==> src/rtl/addr_translator.sv <==
// ----------------------------------------------------------------------------
// addr_translator_pkg / addr_translator
//
// Purpose:
//   Virtual-to-physical address translation for one access per cycle.
//   Supports direct address mode, two direct-mapped windows (DMW0/DMW1)
//   and a fully associative TLB search. Address and exception outputs are
//   purely combinational. The only state is a counter of the TLB-refill
//   exceptions that have been reported.
//
// Ports:
//   clk          in   clock (drives the miss counter only)
//   rst          in   asynchronous active-high reset of the miss counter
//   en           in   lookup request; gates excp and the miss counter
//   va           in   [31:0] virtual address
//   lookup_type  in   [1:0] 00 FETCH, 01 LOAD, 10 STORE
//   byte_type    in   [1:0] 00 BYTE, 01 HALF_WORD, 10 WORD, 11 reserved
//   rd_csr       in   csr_t snapshot (crmd, dmw0, dmw1, asid)
//   tlb_entrys   in   tlb_entry_t [TLB_ENTRY_NUM]
//   mat          out  [1:0] memory access type (bit0 = cacheable)
//   pa           out  [31:0] physical address
//   excp         out  excp_pass_t {valid, ecode, esubcode, badv}
//   tlb_miss_cnt out  [31:0] number of TLB-refill exceptions reported
// ----------------------------------------------------------------------------
package addr_translator_pkg;

    localparam logic [1:0] LT_FETCH = 2'b00;
    localparam logic [1:0] LT_LOAD  = 2'b01;
    localparam logic [1:0] LT_STORE = 2'b10;

    localparam logic [1:0] BT_BYTE  = 2'b00;
    localparam logic [1:0] BT_HALF  = 2'b01;
    localparam logic [1:0] BT_WORD  = 2'b10;

    localparam logic [5:0] ECODE_PIL  = 6'h01;
    localparam logic [5:0] ECODE_PIS  = 6'h02;
    localparam logic [5:0] ECODE_PIF  = 6'h03;
    localparam logic [5:0] ECODE_PME  = 6'h04;
    localparam logic [5:0] ECODE_PPI  = 6'h07;
    localparam logic [5:0] ECODE_ADEF = 6'h08;
    localparam logic [5:0] ECODE_ALE  = 6'h09;
    localparam logic [5:0] ECODE_TLBR = 6'h3F;

    typedef struct packed {
        logic       da;
        logic       pg;
        logic [1:0] plv;
        logic [1:0] datf;
        logic [1:0] datm;
    } crmd_t;

    typedef struct packed {
        logic       plv0;
        logic       plv3;
        logic [1:0] mat;
        logic [2:0] pseg;
        logic [2:0] vseg;
    } dmw_t;

    typedef struct packed {
        logic [9:0] asid;
    } asid_t;

    typedef struct packed {
        crmd_t crmd;
        dmw_t  dmw0;
        dmw_t  dmw1;
        asid_t asid;
    } csr_t;

    typedef struct packed {
        logic [19:0] ppn;
        logic [1:0]  plv;
        logic [1:0]  mat;
        logic        d;
        logic        v;
    } tlb_page_t;

    typedef struct packed {
        logic        e;
        logic [9:0]  asid;
        logic        g;
        logic [5:0]  ps;
        logic [18:0] vppn;
        tlb_page_t   p0;    // even page
        tlb_page_t   p1;    // odd page
    } tlb_entry_t;

    typedef struct packed {
        logic        valid;
        logic [5:0]  ecode;
        logic [8:0]  esubcode;
        logic [31:0] badv;
    } excp_pass_t;

endpackage

module addr_translator
    import addr_translator_pkg::*;
#(
    parameter int TLB_ENTRY_NUM = 16
) (
    input  logic        clk,
    input  logic        rst,
    input  logic        en,
    input  logic [31:0] va,
    input  logic [1:0]  lookup_type,
    input  logic [1:0]  byte_type,
    input  csr_t        rd_csr,
    input  tlb_entry_t  tlb_entrys [TLB_ENTRY_NUM],
    output logic [1:0]  mat,
    output logic [31:0] pa,
    output excp_pass_t  excp,
    output logic [31:0] tlb_miss_cnt
);

    // ------------------------------------------------------------------
    // Mode and DMW decode
    // ------------------------------------------------------------------
    logic direct_mode;
    logic dmw0_hit;
    logic dmw1_hit;
    logic tlb_path;
    logic plv_is0;
    logic plv_is3;

    // da=0 with pg=0 is not a legal paging state; fall back to direct.
    assign direct_mode = rd_csr.crmd.da | ~rd_csr.crmd.pg;
    assign plv_is0     = (rd_csr.crmd.plv == 2'd0);
    assign plv_is3     = (rd_csr.crmd.plv == 2'd3);

    assign dmw0_hit = ~direct_mode
                    & (va[31:29] == rd_csr.dmw0.vseg)
                    & ((plv_is0 & rd_csr.dmw0.plv0) | (plv_is3 & rd_csr.dmw0.plv3));
    assign dmw1_hit = ~direct_mode
                    & (va[31:29] == rd_csr.dmw1.vseg)
                    & ((plv_is0 & rd_csr.dmw1.plv0) | (plv_is3 & rd_csr.dmw1.plv3));

    assign tlb_path = ~direct_mode & ~dmw0_hit & ~dmw1_hit;

    // ------------------------------------------------------------------
    // TLB search: per-entry compare, then a lowest-index-wins one-hot
    // select built as a prefix chain so the mux is a plain OR tree.
    // ------------------------------------------------------------------
    logic [TLB_ENTRY_NUM-1:0] match_vec;
    logic [TLB_ENTRY_NUM:0]   seen_chain;
    tlb_entry_t               sel_chain [TLB_ENTRY_NUM+1];

    assign seen_chain[0] = 1'b0;
    assign sel_chain[0]  = '0;

    generate
        for (genvar gi = 0; gi < TLB_ENTRY_NUM; gi++) begin : g_tlb
            logic asid_ok;
            logic vppn_ok;
            logic first_hit;

            assign asid_ok = tlb_entrys[gi].g
                           | (tlb_entrys[gi].asid == rd_csr.asid.asid);
            // Any page size other than 4 KiB is compared at 4 MiB granularity.
            assign vppn_ok = (tlb_entrys[gi].ps == 6'd12)
                           ? (va[31:13] == tlb_entrys[gi].vppn)
                           : (va[31:22] == tlb_entrys[gi].vppn[18:9]);
            assign match_vec[gi] = tlb_entrys[gi].e & asid_ok & vppn_ok;

            assign first_hit          = match_vec[gi] & ~seen_chain[gi];
            assign seen_chain[gi + 1] = seen_chain[gi] | match_vec[gi];
            assign sel_chain[gi + 1]  = sel_chain[gi] | (first_hit ? tlb_entrys[gi] : '0);
        end
    endgenerate

    logic       tlb_hit;
    tlb_entry_t hit_entry;
    logic       ps_small;
    logic       odd_sel;
    tlb_page_t  hit_page;
    logic [31:0] tlb_pa;

    assign tlb_hit   = seen_chain[TLB_ENTRY_NUM];
    assign hit_entry = sel_chain[TLB_ENTRY_NUM];
    assign ps_small  = (hit_entry.ps == 6'd12);
    assign odd_sel   = ps_small ? va[12] : va[21];
    assign hit_page  = odd_sel ? hit_entry.p1 : hit_entry.p0;
    assign tlb_pa    = ps_small ? {hit_page.ppn, va[11:0]}
                                : {hit_page.ppn[19:9], va[20:0]};

    // ------------------------------------------------------------------
    // Address / memory type
    // ------------------------------------------------------------------
    always_comb begin
        pa  = va;
        mat = 2'd0;
        if (direct_mode) begin
            mat = (lookup_type == LT_FETCH) ? rd_csr.crmd.datf : rd_csr.crmd.datm;
        end else if (dmw0_hit) begin
            pa  = {rd_csr.dmw0.pseg, va[28:0]};
            mat = rd_csr.dmw0.mat;
        end else if (dmw1_hit) begin
            pa  = {rd_csr.dmw1.pseg, va[28:0]};
            mat = rd_csr.dmw1.mat;
        end else if (tlb_hit) begin
            pa  = tlb_pa;
            mat = hit_page.mat;
        end
    end

    // ------------------------------------------------------------------
    // Exceptions, highest priority first
    // ------------------------------------------------------------------
    logic       is_fetch;
    logic       is_store;
    logic       is_mem;
    logic       misaligned;
    logic       raw_valid;
    logic [5:0] raw_ecode;

    assign is_fetch   = (lookup_type == LT_FETCH);
    assign is_store   = (lookup_type == LT_STORE);
    assign is_mem     = (lookup_type == LT_LOAD) | is_store;
    assign misaligned = ((byte_type == BT_HALF) & va[0])
                      | ((byte_type == BT_WORD) & (va[1:0] != 2'b00));

    always_comb begin
        raw_valid = 1'b0;
        raw_ecode = 6'd0;
        if (is_fetch && (va[1:0] != 2'b00)) begin
            raw_valid = 1'b1;
            raw_ecode = ECODE_ADEF;
        end else if (is_mem && misaligned) begin
            raw_valid = 1'b1;
            raw_ecode = ECODE_ALE;
        end else if (tlb_path && !tlb_hit) begin
            raw_valid = 1'b1;
            raw_ecode = ECODE_TLBR;
        end else if (tlb_path && !hit_page.v) begin
            raw_valid = 1'b1;
            raw_ecode = is_fetch ? ECODE_PIF : (is_store ? ECODE_PIS : ECODE_PIL);
        end else if (tlb_path && (rd_csr.crmd.plv > hit_page.plv)) begin
            raw_valid = 1'b1;
            raw_ecode = ECODE_PPI;
        end else if (tlb_path && is_store && !hit_page.d) begin
            raw_valid = 1'b1;
            raw_ecode = ECODE_PME;
        end
    end

    always_comb begin
        excp = '0;
        if (en && raw_valid) begin
            excp.valid    = 1'b1;
            excp.ecode    = raw_ecode;
            excp.esubcode = 9'd0;
            excp.badv     = va;
        end
    end

    // ------------------------------------------------------------------
    // TLB refill counter (wraps naturally at 2^32)
    // ------------------------------------------------------------------
    logic        tlbr_report;
    logic [31:0] tlb_miss_cnt_reg;

    assign tlbr_report = excp.valid & (excp.ecode == ECODE_TLBR);

    always_ff @(posedge clk or posedge rst) begin
        if (rst) begin
            tlb_miss_cnt_reg <= 32'd0;
        end else if (tlbr_report) begin
            tlb_miss_cnt_reg <= tlb_miss_cnt_reg + 32'd1;
        end
    end

    assign tlb_miss_cnt = tlb_miss_cnt_reg;

endmodule

==> config.mk <==
export PLATFORM = sky130hd
export DESIGN_NAME = addr_translator
export DESIGN_NICKNAME = d
export VERILOG_FILES = /design/src/rtl/addr_translator.sv
export SDC_FILE = /design/constraint.sdc
export NUM_CORES = 1
export LEC_CHECK = 0
export CELL_PAD_IN_SITES_DETAIL_PLACEMENT = 1
export CELL_PAD_IN_SITES_GLOBAL_PLACEMENT = 2
export CORE_AREA = 2 2 623 625
export CTS_CLUSTER_DIAMETER = 150
export CTS_CLUSTER_SIZE = 16
export DETAILED_ROUTE_END_ITERATION = 10
export DIE_AREA = 0 0 625 627
export GPL_ROUTABILITY_DRIVEN = 0
export GPL_TIMING_DRIVEN = 0
export PLACE_DENSITY_LB_ADDON = 0.3
export REMOVE_ABC_BUFFERS = 1
export SLEW_MARGIN = 20
export SYNTH_ARGS = -nofsm -noshare
export SYNTH_HDL_FRONTEND = slang
export SYNTH_SLANG_ARGS = --single-unit
==> constraint.sdc <==
create_clock -name clk -period 18.75 [get_ports clk]
set_clock_uncertainty 0.15 [all_clocks]
set_input_delay 3.75 -clock clk [delete_from_list [all_inputs] [get_ports clk]]
set_output_delay 3.75 -clock clk [all_outputs]
set_load 0.03 [all_outputs]
Word-level counts from Yosys, hierarchy flattened
Cells that the tools add are included.
W data, S select, Z words.
{"block": "classes", "n_reduce_logical": 14, "mux": 59, "add_sub_neg": 1, "order_cmp": 1, "eq_ne": 73, "n_bitwise": 130}
{"op": "$mux W77", "n": 16}
{"op": "$or A77 B77 Y77", "n": 15}
{"op": "$eq A10 B10 Y1", "n": 32}
{"op": "$eq A19 B19 Y1", "n": 16}
{"op": "$mux W32", "n": 4}
{"op": "$eq A6 B4 Y1 const B", "n": 17}
{"op": "$and A1 B1 Y1", "n": 60}
{"op": "$mux W48", "n": 1}
{"op": "$or A1 B1 Y1", "n": 36}
{"op": "$add A32 B1 Y32 const B", "n": 1}
{"op": "$mux W26", "n": 1}
{"op": "$mux W1", "n": 23}
{"op": "$mux W21", "n": 1}
{"op": "$not A1 Y1", "n": 19}
{"op": "$mux W6", "n": 3}
{"op": "$mux W2", "n": 7}
{"op": "$mux W3", "n": 3}
{"op": "$logic_and A1 B1 Y1", "n": 8}
{"op": "$eq A2 B2 Y1 const B", "n": 3}
{"op": "$eq A3 B3 Y1", "n": 2}
{"op": "$eq A6 B6 Y1 const B", "n": 1}
{"op": "$eq A2 B1 Y1 const B", "n": 2}
{"op": "$logic_not A2 Y1", "n": 2}
{"op": "$logic_not A1 Y1", "n": 3}
{"op": "2 further kinds", "n": 2}
{"block": "word_totals", "elab_cells": 279, "out_inout_bits": 114, "inputBits": 1501, "reg_bits": 32}

Depth between registers and ports, before layout
{"block": "depth", "word_depth": 37, "ltp_mapped": 25, "mapped_depth_nobuf": 18}

Worst setup path before layout
Ideal clock, no wire load.
{"block": "synth_timing", "path_kind": "input -> output", "startpoint": "in va[26]", "endpoint": "out excp[42] (netlist bit)", "stages": 19, "arrival_ns": 8.334, "n_path_buf": 4, "required_time_ns": 14.850, "setup_slack_ns": 6.516, "cell_sequence": "buf_2 > xnor2_1 > nand4_1 > or3_1 > nor3_1 > clkbuf_1 > nor3_1 > nand3_1 > o311ai_0 > a211o_1 > o221ai_2 > mux2i_2 > buf_2 > buf_2 > mux2_2 > ha_1 > a21oi_1 > nand2_1 > a211oi_1"}
{"element": "from (decl)", "line_no": "106", "text": "input logic [31:0] va,"}
{"element": "to (decl)", "line_no": "113", "text": "output excp_pass_t excp,"}

==> reports/metrics.yaml <==
netlist_top_cells_count: "269 x xor2_1, 232 x xnor2_1, 159 x nand2_1, 120 x nand3_1, 101 x a22oi_1"
rows: 228
ys_ff_latch: 32
leakage_nw: 12.41
power_mw: 0.8600
cts.repair.resized: 0
ctsRootBufferMaster: "clkbuf_16"
wire_per_inst_um: 35.67
min_period_over_period: 0.9209
crit_fanout: 19
drv_slew: 0
grt_setup_unrepaired: "no"
criticalPathCategory: "in -> out"
initial_core_util: 0.03807
grt_pass1_wl_mm: 370.6
dr.pass1.iters: 10
die_area_um2: 391900
start_kind: "input port"
fin_crit_ps: 17270
gr-usage-all-layers: 0.1522
cp.required_ps: 14850
insertion_delay_ps: 280
tightest_slew_ps: 1272
synthDistinctLibCells: 88
synth_most_common_cell: "xor2_1"
cts_setup_buffers: 0
syn_inst: 1986
yosys_warnings: 0
grt-ovfl-total: 0
grt_pass1_vias: 27340
die_w_um: 625
hold_class: "reg -> reg"
clk_pin_slew_worst_paths_ps: 50
wl_mm: 312.7
nFillCells: 45520
drive_above_1_share: 0.1041
portBuffers: 1605
max-clock-path-buffers: 2
finalHoldViolations: 0
synthesis.area_um2: 14650
synth.top_cell.area_share: 0.1608
setup-violations-final: 0
utilization: 0.1023
maxCapViolCount: 0
fmax_mhz: 57.91
cts.hold.buffers_added: 0
cp-end-kind: "primary output"
slew_headroom: 0.1522
core_area_um2: 384800
nets: 5138
crit_arrival_ps: 13370
synthArstFlopShare: 1.000
syn2layout_area_growth_pct: 168.8
yosys.area.top_type: "xor2_1"
io_pins: 1615
drtIter0Drc: 1904
antenna_found_initial: 272
fp.dieH_um: 627
dp_hpwl_mm: 292.5
synth_area_leaders: "xor2_1 16%, xnor2_1 14%, a222oi_1 5.9%"
cts_buffers: 5
outcome: "finished, final reports clean"
largest_register_ffs: 32
ys.flop_type: "dfrtp_1"
tritoncts: "built"
ir_drop_mv: 0.02587
p_per_area_nw_per_um2: 21.84
synth_area_per_cell_um2: 7.376
vias_per_cell: 2.938
grt_max_degree: 28
clock-sinks: 32
synth_edf_count: 0
drc: 0
cts_htree_levels: 2
dr_total_vias: 25750
ant_nets: 0
seq_area_frac_synth: 0.05466
-- through the flow --
| stage | cell area (um^2) | hold slack, ps | std cells | setup TNS (ps) | worst slack [ps] |
|---|---|---|---|---|---|
| after global routing | 39250 | 340.8 | 8715 | 0 | 1098 |
| after detailed placement | 39040 | 324.6 | 8684 | 0 | 1168 |
| final | 39380 | 338.3 | 8765 | 0 | 1482 |
| after floorplan | 13620 | 504.1 | 1803 | 0 | 1541 |
| after global placement | 36010 | 315.0 | 8468 | -2792550 | -46910 |
| after CTS | 39190 | 336.1 | 8692 | 0 | 1125 |
-- path summary, 6_finish.rpt --
path,from,end,slack [ps],cells after the start
min in group asynchronous,rst,tlb_miss_cnt[31]$_DFFE_PP0P_,3640,2
max in group asynchronous,rst,tlb_miss_cnt[25]$_DFFE_PP0P_,14420,3
worst min register to register,tlb_miss_cnt[31]$_DFFE_PP0P_,tlb_miss_cnt[31]$_DFFE_PP0P_,340,1
worst max register to register,tlb_miss_cnt[16]$_DFFE_PP0P_,tlb_miss_cnt[31]$_DFFE_PP0P_,16340,9
worst max-delay path,tlb_entrys[1050],excp[9],1480,28
worst min-delay path,tlb_miss_cnt[31]$_DFFE_PP0P_,tlb_miss_cnt[31]$_DFFE_PP0P_,340,1
-- per-layer routing --
| metal | up-vias | wire length, um | global-route usage |
|---|---|---|---|
| li1 | 11070 | - | - |
| met5 | - | 995 | 0 |
| met1 | 12660 | 109300 | 0.1532 |
| met4 | 148 | 7170 | 0.02466 |
| met2 | 1413 | 163200 | 0.2884 |
| met3 | 463 | 31980 | 0.06854 |
-- where the power goes --
group | internal, mW | leakage (nW) | switching (mW)
Clock | 0.0523 | 0.0771 | 0.0307
Sequential | 0.0730 | 0.436 | 0.00595
Combinational | 0.391 | 11.9 | 0.307
-- cells in the final DEF (no fill, tap or decap), drive strengths merged, types with 11 or more instances in the layout --
| cell | netlist | layout |
|---|---|---|
| and3 | 33 | 33 |
| nor3b | 12 | 12 |
| a222oi | 87 | 87 |
| a31oi | 15 | 15 |
| nor3 | 43 | 43 |
| mux2 | 14 | 14 |
| diode | 0 | 73 |
| nand4 | 90 | 90 |
| nand3 | 121 | 121 |
| inv | 19 | 19 |
| or4 | 12 | 12 |
| a22o | 15 | 15 |
| clkdlybuf4s50 | 0 | 1576 |
| or3 | 18 | 18 |
| o21ai | 35 | 35 |
| xnor2 | 232 | 232 |
| a41oi | 13 | 13 |
| and2 | 45 | 45 |
| nor4 | 75 | 75 |
| xor2 | 269 | 269 |
| buf | 126 | 245 |
| a21oi | 59 | 59 |
| nand2 | 159 | 159 |
| mux2i | 11 | 11 |
| dfrtp | 32 | 32 |
| a221oi | 89 | 89 |
| a221o | 13 | 13 |
| nor2 | 47 | 47 |
| a22oi | 101 | 101 |
-- final cells by class --
| cell class | count | area, um^2 | share of cell area |
|---|---|---|---|
| Clock inverter | 2 | 10.01 | 0.0002542 |
| Antenna cell | 73 | 182.7 | 0.004639 |
| Clock buffer | 6 | 138.9 | 0.003527 |
| Tap cell | 5060 | 6331 | 0.1608 |
| Inverter | 19 | 71.32 | 0.001811 |
| Multi-Input combinational cell | 1752 | 13260 | 0.3367 |
| Timing Repair Buffer | 1821 | 18580 | 0.4720 |
| Sequential cell | 32 | 800.8 | 0.02034 |
-- kinds of logic after synthesis --
family	Yosys count	share of synthesized area
and+or+nand+nor	705	0.2673
AOI/OAI and AO/OA	506	0.2768
xor gates and xnor gates	501	0.2995
buffers and inverters	210	0.07747
DFF	32	0.05466
muxes	25	0.01879
adders and majority gates	6	0.005125
other	1	0.0002560
-- critical path, stage by stage --
cell and delay, ps:
clkdlybuf4s50_1 400, nor4_1 970, nand2_1 730, a311oi_4 490, buf_8 190, nor3_2 110
or4_1 810, nand2b_4 380, nor4b_2 610, buf_4 270, buf_4 180, buf_2 210
buf_2 260, buf_2 260, buf_2 240, a222oi_1 210, and3_1 240, nand3_1 180
o21ai_2 90, buf_6 150, ha_1 310, a21oi_1 60, a21oi_1 130, nand2_1 160
a41oi_4 670, buf_12 250, and2_1 160, clkdlybuf4s50_1 680
(Power assumes the default switching activity.)
